`src/rtl/mic_stream_ctrl_if.sv`:
```
`default_nettype none
// ============================================================================
// Module      : mic_stream_ctrl_if
// Description : Command, microphone, keyboard and transmit signals of the
//               microphone stream controller, bundled with directional views.
// Revision    : 1.0 - initial release
// ============================================================================
interface mic_stream_ctrl_if;
    logic        cmd_valid;
    logic [7:0]  cmd_code;
    logic        record_start;
    logic        record_stop;
    logic [31:0] mic_data;
    logic        mic_data_valid;
    logic        mic_data_retrieved;
    logic [31:0] kbd_data;
    logic        kbd_valid;
    logic        kbd_ack;
    logic [31:0] tx_data;
    logic [1:0]  tx_kind;
    logic        tx_valid;
    logic        tx_ready;
    logic        recording;
    logic        starve;

    // Controller side
    modport master (
        input  cmd_valid, cmd_code, mic_data, mic_data_valid,
               kbd_data, kbd_valid, tx_ready,
        output record_start, record_stop, mic_data_retrieved, kbd_ack,
               tx_data, tx_kind, tx_valid, recording, starve
    );

    // Environment side: host, microphone, keyboard and transmitter
    modport slave (
        output cmd_valid, cmd_code, mic_data, mic_data_valid,
               kbd_data, kbd_valid, tx_ready,
        input  record_start, record_stop, mic_data_retrieved, kbd_ack,
               tx_data, tx_kind, tx_valid, recording, starve
    );
endinterface
`default_nettype wire

```
`src/rtl/mic_stream_ctrl.sv`:
```
`default_nettype none
// ============================================================================
// Module      : mic_stream_ctrl
// Description : Record sequencing for the microphone and arbitration of the
//               shared transmit slot between mic sample and kbd/mouse words.
// Revision    : 1.0 - initial release
// ============================================================================
module mic_stream_ctrl #(
    parameter logic [7:0]  CMD_REC_START = 8'hC7,
    parameter logic [7:0]  CMD_REC_STOP  = 8'hC8,
    parameter int unsigned MAX_MIC_BURST = 4,
    parameter logic [15:0] STARVE_LIMIT  = 16'd8192
) (
    input  wire logic         clk,
    input  wire logic         reset,
    mic_stream_ctrl_if.master bus
);

    typedef enum logic [0:0] {
        REC_OFF = 1'b0,
        REC_ON  = 1'b1
    } rec_state_t;

    typedef enum logic [0:0] {
        TX_IDLE = 1'b0,
        TX_BUSY = 1'b1
    } tx_state_t;

    localparam logic [1:0] c_kind_none = 2'b00;
    localparam logic [1:0] c_kind_mic  = 2'b01;
    localparam logic [1:0] c_kind_kbd  = 2'b10;
    localparam logic [3:0] c_max_burst = 4'(MAX_MIC_BURST);

    rec_state_t  rec_state_q, rec_state_d;
    logic        record_start_q, record_start_d;
    logic        record_stop_q, record_stop_d;

    tx_state_t   tx_state_q, tx_state_d;
    logic [31:0] tx_data_q, tx_data_d;
    logic [1:0]  tx_kind_q, tx_kind_d;
    logic        retrieved_q, retrieved_d;
    logic        kbd_ack_q, kbd_ack_d;
    logic [3:0]  burst_q, burst_d;

    logic [15:0] starve_cnt_q, starve_cnt_d;
    logic        starve_q, starve_d;

    logic        w_recording;
    logic        w_start_accept;
    logic        w_stop_accept;
    logic        w_mic_hold;
    logic        w_mic_ok;
    logic        w_tx_idle;
    logic        w_grant_kbd;
    logic        w_grant_mic;

    assign w_recording    = (rec_state_q == REC_ON);
    assign w_start_accept = bus.cmd_valid && (bus.cmd_code == CMD_REC_START) && !w_recording;
    assign w_stop_accept  = bus.cmd_valid && (bus.cmd_code == CMD_REC_STOP) && w_recording;

    // The microphone refreshes mic_data_valid on the falling edge after it sees
    // the retrieve pulse, so the valid seen alongside that pulse is stale.
    assign w_mic_hold  = retrieved_q;
    assign w_mic_ok    = bus.mic_data_valid && w_recording && !w_mic_hold;
    assign w_tx_idle   = (tx_state_q == TX_IDLE);
    assign w_grant_kbd = w_tx_idle && bus.kbd_valid && (!w_mic_ok || (burst_q == c_max_burst));
    assign w_grant_mic = w_tx_idle && !w_grant_kbd && w_mic_ok;

    // ------------------------------------------------------------------
    // Record FSM
    // ------------------------------------------------------------------
    always_comb begin
        rec_state_d    = rec_state_q;
        record_start_d = 1'b0;
        record_stop_d  = 1'b0;
        case (rec_state_q)
            REC_OFF: begin
                if (w_start_accept) begin
                    rec_state_d    = REC_ON;
                    record_start_d = 1'b1;
                end
            end
            REC_ON: begin
                if (w_stop_accept) begin
                    rec_state_d   = REC_OFF;
                    record_stop_d = 1'b1;
                end
            end
            default: rec_state_d = REC_OFF;
        endcase
    end

    // ------------------------------------------------------------------
    // Transmit slot arbiter
    // ------------------------------------------------------------------
    always_comb begin
        tx_state_d  = tx_state_q;
        tx_data_d   = tx_data_q;
        tx_kind_d   = tx_kind_q;
        retrieved_d = 1'b0;
        kbd_ack_d   = 1'b0;
        burst_d     = burst_q;
        case (tx_state_q)
            TX_IDLE: begin
                if (w_grant_kbd) begin
                    tx_state_d = TX_BUSY;
                    tx_data_d  = bus.kbd_data;
                    tx_kind_d  = c_kind_kbd;
                    kbd_ack_d  = 1'b1;
                    burst_d    = 4'd0;
                end else if (w_grant_mic) begin
                    tx_state_d  = TX_BUSY;
                    tx_data_d   = bus.mic_data;
                    tx_kind_d   = c_kind_mic;
                    retrieved_d = 1'b1;
                    // Burst only tracks mic grants made while a kbd word waits
                    if (!bus.kbd_valid) begin
                        burst_d = 4'd0;
                    end else if (burst_q != c_max_burst) begin
                        burst_d = burst_q + 4'd1;
                    end
                end
            end
            TX_BUSY: begin
                if (bus.tx_ready) begin
                    tx_state_d = TX_IDLE;
                    tx_kind_d  = c_kind_none;
                end
            end
            default: tx_state_d = TX_IDLE;
        endcase
    end

    // ------------------------------------------------------------------
    // Starvation watchdog
    // ------------------------------------------------------------------
    always_comb begin
        starve_cnt_d = starve_cnt_q;
        starve_d     = starve_q;
        if (w_start_accept) begin
            starve_cnt_d = 16'd0;
            starve_d     = 1'b0;
        end else if (w_recording) begin
            if (w_grant_mic) begin
                starve_cnt_d = 16'd0;
            end else if (starve_cnt_q != STARVE_LIMIT) begin
                starve_cnt_d = starve_cnt_q + 16'd1;
            end
            if (!w_grant_mic && (starve_cnt_d == STARVE_LIMIT)) begin
                starve_d = 1'b1;
            end
        end
    end

    always_ff @(posedge clk) begin
        if (reset) begin
            rec_state_q    <= REC_OFF;
            record_start_q <= 1'b0;
            record_stop_q  <= 1'b0;
            tx_state_q     <= TX_IDLE;
            tx_data_q      <= 32'd0;
            tx_kind_q      <= c_kind_none;
            retrieved_q    <= 1'b0;
            kbd_ack_q      <= 1'b0;
            burst_q        <= 4'd0;
            starve_cnt_q   <= 16'd0;
            starve_q       <= 1'b0;
        end else begin
            rec_state_q    <= rec_state_d;
            record_start_q <= record_start_d;
            record_stop_q  <= record_stop_d;
            tx_state_q     <= tx_state_d;
            tx_data_q      <= tx_data_d;
            tx_kind_q      <= tx_kind_d;
            retrieved_q    <= retrieved_d;
            kbd_ack_q      <= kbd_ack_d;
            burst_q        <= burst_d;
            starve_cnt_q   <= starve_cnt_d;
            starve_q       <= starve_d;
        end
    end

    assign bus.record_start       = record_start_q;
    assign bus.record_stop        = record_stop_q;
    assign bus.mic_data_retrieved = retrieved_q;
    assign bus.kbd_ack            = kbd_ack_q;
    assign bus.tx_data            = tx_data_q;
    assign bus.tx_kind            = tx_kind_q;
    assign bus.tx_valid           = (tx_state_q == TX_BUSY);
    assign bus.recording          = w_recording;
    assign bus.starve             = starve_q;

endmodule
`default_nettype wire
```
`src/flat_wrapper.sv`:
```
// flat-port wrapper written by rule: the top's interface ports become plain ports
module mic_stream_ctrl_flat 
#(
    parameter logic [7:0]  CMD_REC_START = 8'hC7,
    parameter logic [7:0]  CMD_REC_STOP  = 8'hC8,
    parameter int unsigned MAX_MIC_BURST = 4,
    parameter logic [15:0] STARVE_LIMIT  = 16'd8192
)
  (clk, reset, bus_cmd_valid, bus_cmd_code, bus_mic_data, bus_mic_data_valid, bus_kbd_data, bus_kbd_valid, bus_tx_ready, bus_record_start, bus_record_stop, bus_mic_data_retrieved, bus_kbd_ack, bus_tx_data, bus_tx_kind, bus_tx_valid, bus_recording, bus_starve);
  mic_stream_ctrl_if bus_i ();
  input  wire logic clk;
  input  wire logic reset;
  input wire logic [$bits(bus_i.cmd_valid)-1:0] bus_cmd_valid;
  input wire logic [$bits(bus_i.cmd_code)-1:0] bus_cmd_code;
  input wire logic [$bits(bus_i.mic_data)-1:0] bus_mic_data;
  input wire logic [$bits(bus_i.mic_data_valid)-1:0] bus_mic_data_valid;
  input wire logic [$bits(bus_i.kbd_data)-1:0] bus_kbd_data;
  input wire logic [$bits(bus_i.kbd_valid)-1:0] bus_kbd_valid;
  input wire logic [$bits(bus_i.tx_ready)-1:0] bus_tx_ready;
  output wire logic [$bits(bus_i.record_start)-1:0] bus_record_start;
  output wire logic [$bits(bus_i.record_stop)-1:0] bus_record_stop;
  output wire logic [$bits(bus_i.mic_data_retrieved)-1:0] bus_mic_data_retrieved;
  output wire logic [$bits(bus_i.kbd_ack)-1:0] bus_kbd_ack;
  output wire logic [$bits(bus_i.tx_data)-1:0] bus_tx_data;
  output wire logic [$bits(bus_i.tx_kind)-1:0] bus_tx_kind;
  output wire logic [$bits(bus_i.tx_valid)-1:0] bus_tx_valid;
  output wire logic [$bits(bus_i.recording)-1:0] bus_recording;
  output wire logic [$bits(bus_i.starve)-1:0] bus_starve;
  assign bus_i.cmd_valid = bus_cmd_valid;
  assign bus_i.cmd_code = bus_cmd_code;
  assign bus_i.mic_data = bus_mic_data;
  assign bus_i.mic_data_valid = bus_mic_data_valid;
  assign bus_i.kbd_data = bus_kbd_data;
  assign bus_i.kbd_valid = bus_kbd_valid;
  assign bus_i.tx_ready = bus_tx_ready;
  assign bus_record_start = bus_i.record_start;
  assign bus_record_stop = bus_i.record_stop;
  assign bus_mic_data_retrieved = bus_i.mic_data_retrieved;
  assign bus_kbd_ack = bus_i.kbd_ack;
  assign bus_tx_data = bus_i.tx_data;
  assign bus_tx_kind = bus_i.tx_kind;
  assign bus_tx_valid = bus_i.tx_valid;
  assign bus_recording = bus_i.recording;
  assign bus_starve = bus_i.starve;
  mic_stream_ctrl #(.CMD_REC_START(CMD_REC_START), .CMD_REC_STOP(CMD_REC_STOP), .MAX_MIC_BURST(MAX_MIC_BURST), .STARVE_LIMIT(STARVE_LIMIT)) u_core (.clk(clk), .reset(reset), .bus(bus_i));
endmodule
```
`config.mk`:
```
export PLATFORM = sky130hd
export DESIGN_NAME = mic_stream_ctrl_flat
export DESIGN_NICKNAME = d
export VERILOG_FILES = /design/src/rtl/mic_stream_ctrl_if.sv /design/src/rtl/mic_stream_ctrl.sv /design/src/flat_wrapper.sv
export SDC_FILE = /design/constraint.sdc
export NUM_CORES = 1
export LEC_CHECK = 0
export BUFFER_PORTS_ARGS = -buffer_cell sky130_fd_sc_hd__buf_2
export CELL_PAD_IN_SITES_DETAIL_PLACEMENT = 0
export CELL_PAD_IN_SITES_GLOBAL_PLACEMENT = 1
export CORE_AREA = 2 2 105 107
export CTS_CLUSTER_SIZE = 10
export DETAILED_ROUTE_END_ITERATION = 8
export DIE_AREA = 0 0 107 109
export GPL_TIMING_DRIVEN = 0
export HOLD_SLACK_MARGIN = 0.03
export PLACE_DENSITY_LB_ADDON = 0.1
export SYNTH_ARGS = -nofsm -noshare
export SYNTH_HDL_FRONTEND = slang
export SYNTH_SLANG_ARGS = --single-unit
```
`constraint.sdc`:
```
create_clock -name clk -period 1.9 [get_ports clk]
set_clock_uncertainty 0.1 [all_clocks]
set_input_delay 0.38 -clock clk [delete_from_list [all_inputs] [get_ports clk]]
set_output_delay 0.38 -clock clk [all_outputs]
set_load 0.05 [all_outputs]
```
==> results by group <==
Drt
  • Final WL: 9.77 mm
  • Routed Antenna Nets: 0
  • DRT iter0 DRCs: 113
  • Residual DRC: 0
  • DR vias: 3200
  • Via/cell ratio: roughly 4.9
  • Average wire per standard cell: approximately 15 microns
  • Pre-antenna DRT Iters: 4

STA
  • Worst-Margin Slew: ~550 ps
  • Final min period: 2050 ps
  • RSZ-0062 raised after global routing: true
  • Setup Total Neg Slack: -168 ps
  • Setup slack after layout: -155 ps
  • Final Slew Violations: 0
  • F_max: approximately 0.5 GHz
  • # setup viols final: 2
  • Max-slew headroom: 63.4%
  • Period utilisation layout: 108%
  • Final-report hold violation count: 0

CTS
  • CTS max path bufs: 2
  • Num CTS Buffers: 9
  • Clk pin slew, worst setup/hold paths: 70 ps
  • Clk sinks: slightly above 60
  • Clk_lat worst skew: 340 ps
  • TritonCTS clock tree: built
  • Clk root buf: clkbuf_8
  • CTS H-tree depth: 3

Run status
  • Failing checks: negative setup slack
  • Status: finished, violations left

Die
  • # rows: 38
  • Core Box Area: around 11000 sq um
  • Chip Height: 109 microns
  • Die area: 11700 sq um
  • Io pins: 119
  • Starting density of the core: 29.1%
  • Chip width: 107 microns

Synthesis
  • Most common cell in the netlist: nor2_1
  • Post-synth cell types: 47
  • Avg Cell Area, Syn: approximately 8.6 sq um
  • Post-Syn Nets: 440
  • Synth area leaders: dfxtp_1 40%, mux2i_1 11%, a211oi_1 7.8%
  • EDFF count, synth: 0
  • Post-synthesis sequential area ratio: roughly two fifths
  • Synth cell count leaders: 64 x nor2_1, 61 x dfxtp_1, 34 x mux2i_1
  • Yosys warns: 0
  • Post-Syn Area: about 3100 sq um
  • Yosys top cell by area: dfxtp_1
  • Ys flop type: dfxtp_1
  • #FFs+latches synth: 61
  • Synth top area share: 39.5%
  • Post-Synthesis Cells: approximately 360
  • Asr flop ratio synth: 0%

Worst setup path
  • Critical R2R Launch: u_core.starve_cnt_q[12]$_SDFFE_PP0P_
  • CP Data Required Time: 2070 ps
  • Crit path arrival time: between 2000 and 2500 ps
  • Slowest CP cell: or3_4
  • R2R depth: 7
  • CP Max Fanout: 2
  • Kind of critical path: reg2reg
  • R2r setup slk: -150 ps
  • Critical Path Source: u_core.starve_cnt_q[12]$_SDFFE_PP0P_
  • Worst path max stage delay: 410 ps
  • Critical path endpoint category: register
  • Crit-path cells: buf_6 -> nor4b_4 -> nand4_1 -> or3_4 -> a2111oi_4 -> o2111ai_2 -> o22ai_2
  • Crit start category: register
  • Critical R2R Capture: u_core.bus.starve$_SDFFE_PP0P_

Placed design
  • RD Place Congestion: 0.817
  • Place WS: -485 ps
  • Detailed placer's ending HPWL: approximately 6.7 mm
  • Area after DPL: 3890 sq um
  • IO buf count: 117

Global route
  • Gr ovfl total: 0
  • Total track usage: between 10% and 20%
  • Antenna violations before repair: 0
  • Vias in the first global route: between 3000 and 4000
  • First-pass GRT wire length: between 15 and 20 mm
  • Largest net degree at the start of global routing: 12

Finish
  • Area Overhead vs Synth: 55.6%
  • Final Core Density: around 45%
  • Nets: between 500 and 600
  • Inserted Diodes: 0
  • Share of layout cells above drive strength 1: 49.0%
  • Finished Cell Area: 4810 sq um

Min path
  • Min-delay src: bus_cmd_code[0]
  • HP Class: in2reg
  • Worst hold path depth: 2
  • Min-Delay Endpoint: u_core.bus.record_stop$_SDFF_PP0_

Power and ir drop
  • Leakage: 0.00200 uW
  • Power per cell area: 695 nW/um^2
  • Maximum VDD drop: 0.000322 V

Flow run
  • Number of max-cap violations: 0
==> registers in the layout, summed over array words and instances (netlist names) <==
signal / flops
u_core.bus.record_stop: 1
u_core.bus.record_start: 1
u_core.bus.tx_data: 32
u_core.bus.kbd_ack: 1
u_core.bus.tx_valid: 1
u_core.bus.tx_kind: 2
u_core.bus.recording: 1
u_core.starve_cnt_q: 16
u_core.burst_q: 4
u_core.bus.mic_data_retrieved: 1
u_core.bus.starve: 1
==> cell families (layout without fill, tap and decap cells) <==
group,Yosys count,count (layout),share of synthesized area (%)
and+or+nand+nor,132,132,22.0
buffers and inverters,35,191,5.75
AOI/OAI and AO/OA,87,87,18.7
xor gates and xnor gates,5,5,1.42
DFF,61,61,39.5
adders and majority gates,4,4,1.62
muxes,34,34,11.0
==> worst max-delay path: cells and delay by family, from the launching register on <==
family                 cells  cell delay [ps]
AND/OR/NAND/NOR            3              840
flip-flops                 1              320
AO/OA/AOI/OAI              3              600
buffers and inverters      1              110
==> layer usage <==
metal  up-vias  routed length (microns)  track usage [%]
met5         -                        0                0
met4         0                      147             5.94
met3        12                      645             5.68
met2        96                     4730             29.2
met1      1495                     4250             20.2
li1       1597                        -                -
==> stage by stage <==
stage          power [uW]  instances  hold slack (ps)
6_report             3340        654              132
2_1_floorplan        1840        358              349
5_1_grt              3500        654              124
3_3_place_gp         2040        615              370
4_1_cts              3390        650              116
3_5_place_dp         2040        615              378
==> worst max path at each step <==
stage,endpoint,cells after the start
after CTS,u_core.bus.starve$_SDFFE_PP0P_,7
final,u_core.bus.starve$_SDFFE_PP0P_,7
after floorplan,u_core.bus.tx_data[10]$_SDFFE_PP0P_,7
after detailed placement,u_core.bus.tx_data[26]$_SDFFE_PP0P_,8
after global placement,u_core.bus.tx_data[27]$_SDFFE_PP0P_,8
after global routing,u_core.bus.starve$_SDFFE_PP0P_,7
==> what timing repair did <==
item                       CTS  global route
cloned                       4             1
hold buffers                 0             0
pin swaps                   17            30
resized for setup           60            60
setup buffers               18            10
setup endpoints to repair   55            49
==> placed cells by master, fill, tap and decap left out, drive strengths merged, types with 6 or more instances in the layout <==
| cell | synthesis | final |
|---|---|---|
| nor2 | 64 | 64 |
| nand2 | 8 | 8 |
| nor4 | 6 | 6 |
| clkbuf | 12 | 26 |
| inv | 9 | 9 |
| o21ai | 18 | 18 |
| mux2i | 34 | 34 |
| nor3b | 8 | 8 |
| and3 | 7 | 7 |
| buf | 14 | 153 |
| a211oi | 33 | 33 |
| nor3 | 8 | 8 |
| nand4 | 7 | 7 |
| a21oi | 22 | 22 |
| dfxtp | 61 | 61 |
==> power breakdown <==
| part | leakage (uW) | internal (uW) | total (uW) | switching (uW) |
|---|---|---|---|---|
| clock | 0.000108 | 706 | 1230 | 527 |
| sequential | 0.000509 | 1340 | 1380 | 36.7 |
| combinational | 0.00138 | 268 | 733 | 465 |
==> cell type report <==
class | instances | area [sq um]
timing repair buffer | 144 | 871
multi-input combinational | 262 | 2080
sequential | 61 | 1250
tap | 140 | 175
buffer | 23 | 194
fill | 1089 | 5790
inverter | 9 | 33.8
clock buffer | 12 | 165
clock inverter | 3 | 43.8
No activity file was read; power rests on OpenSTA's default activity.
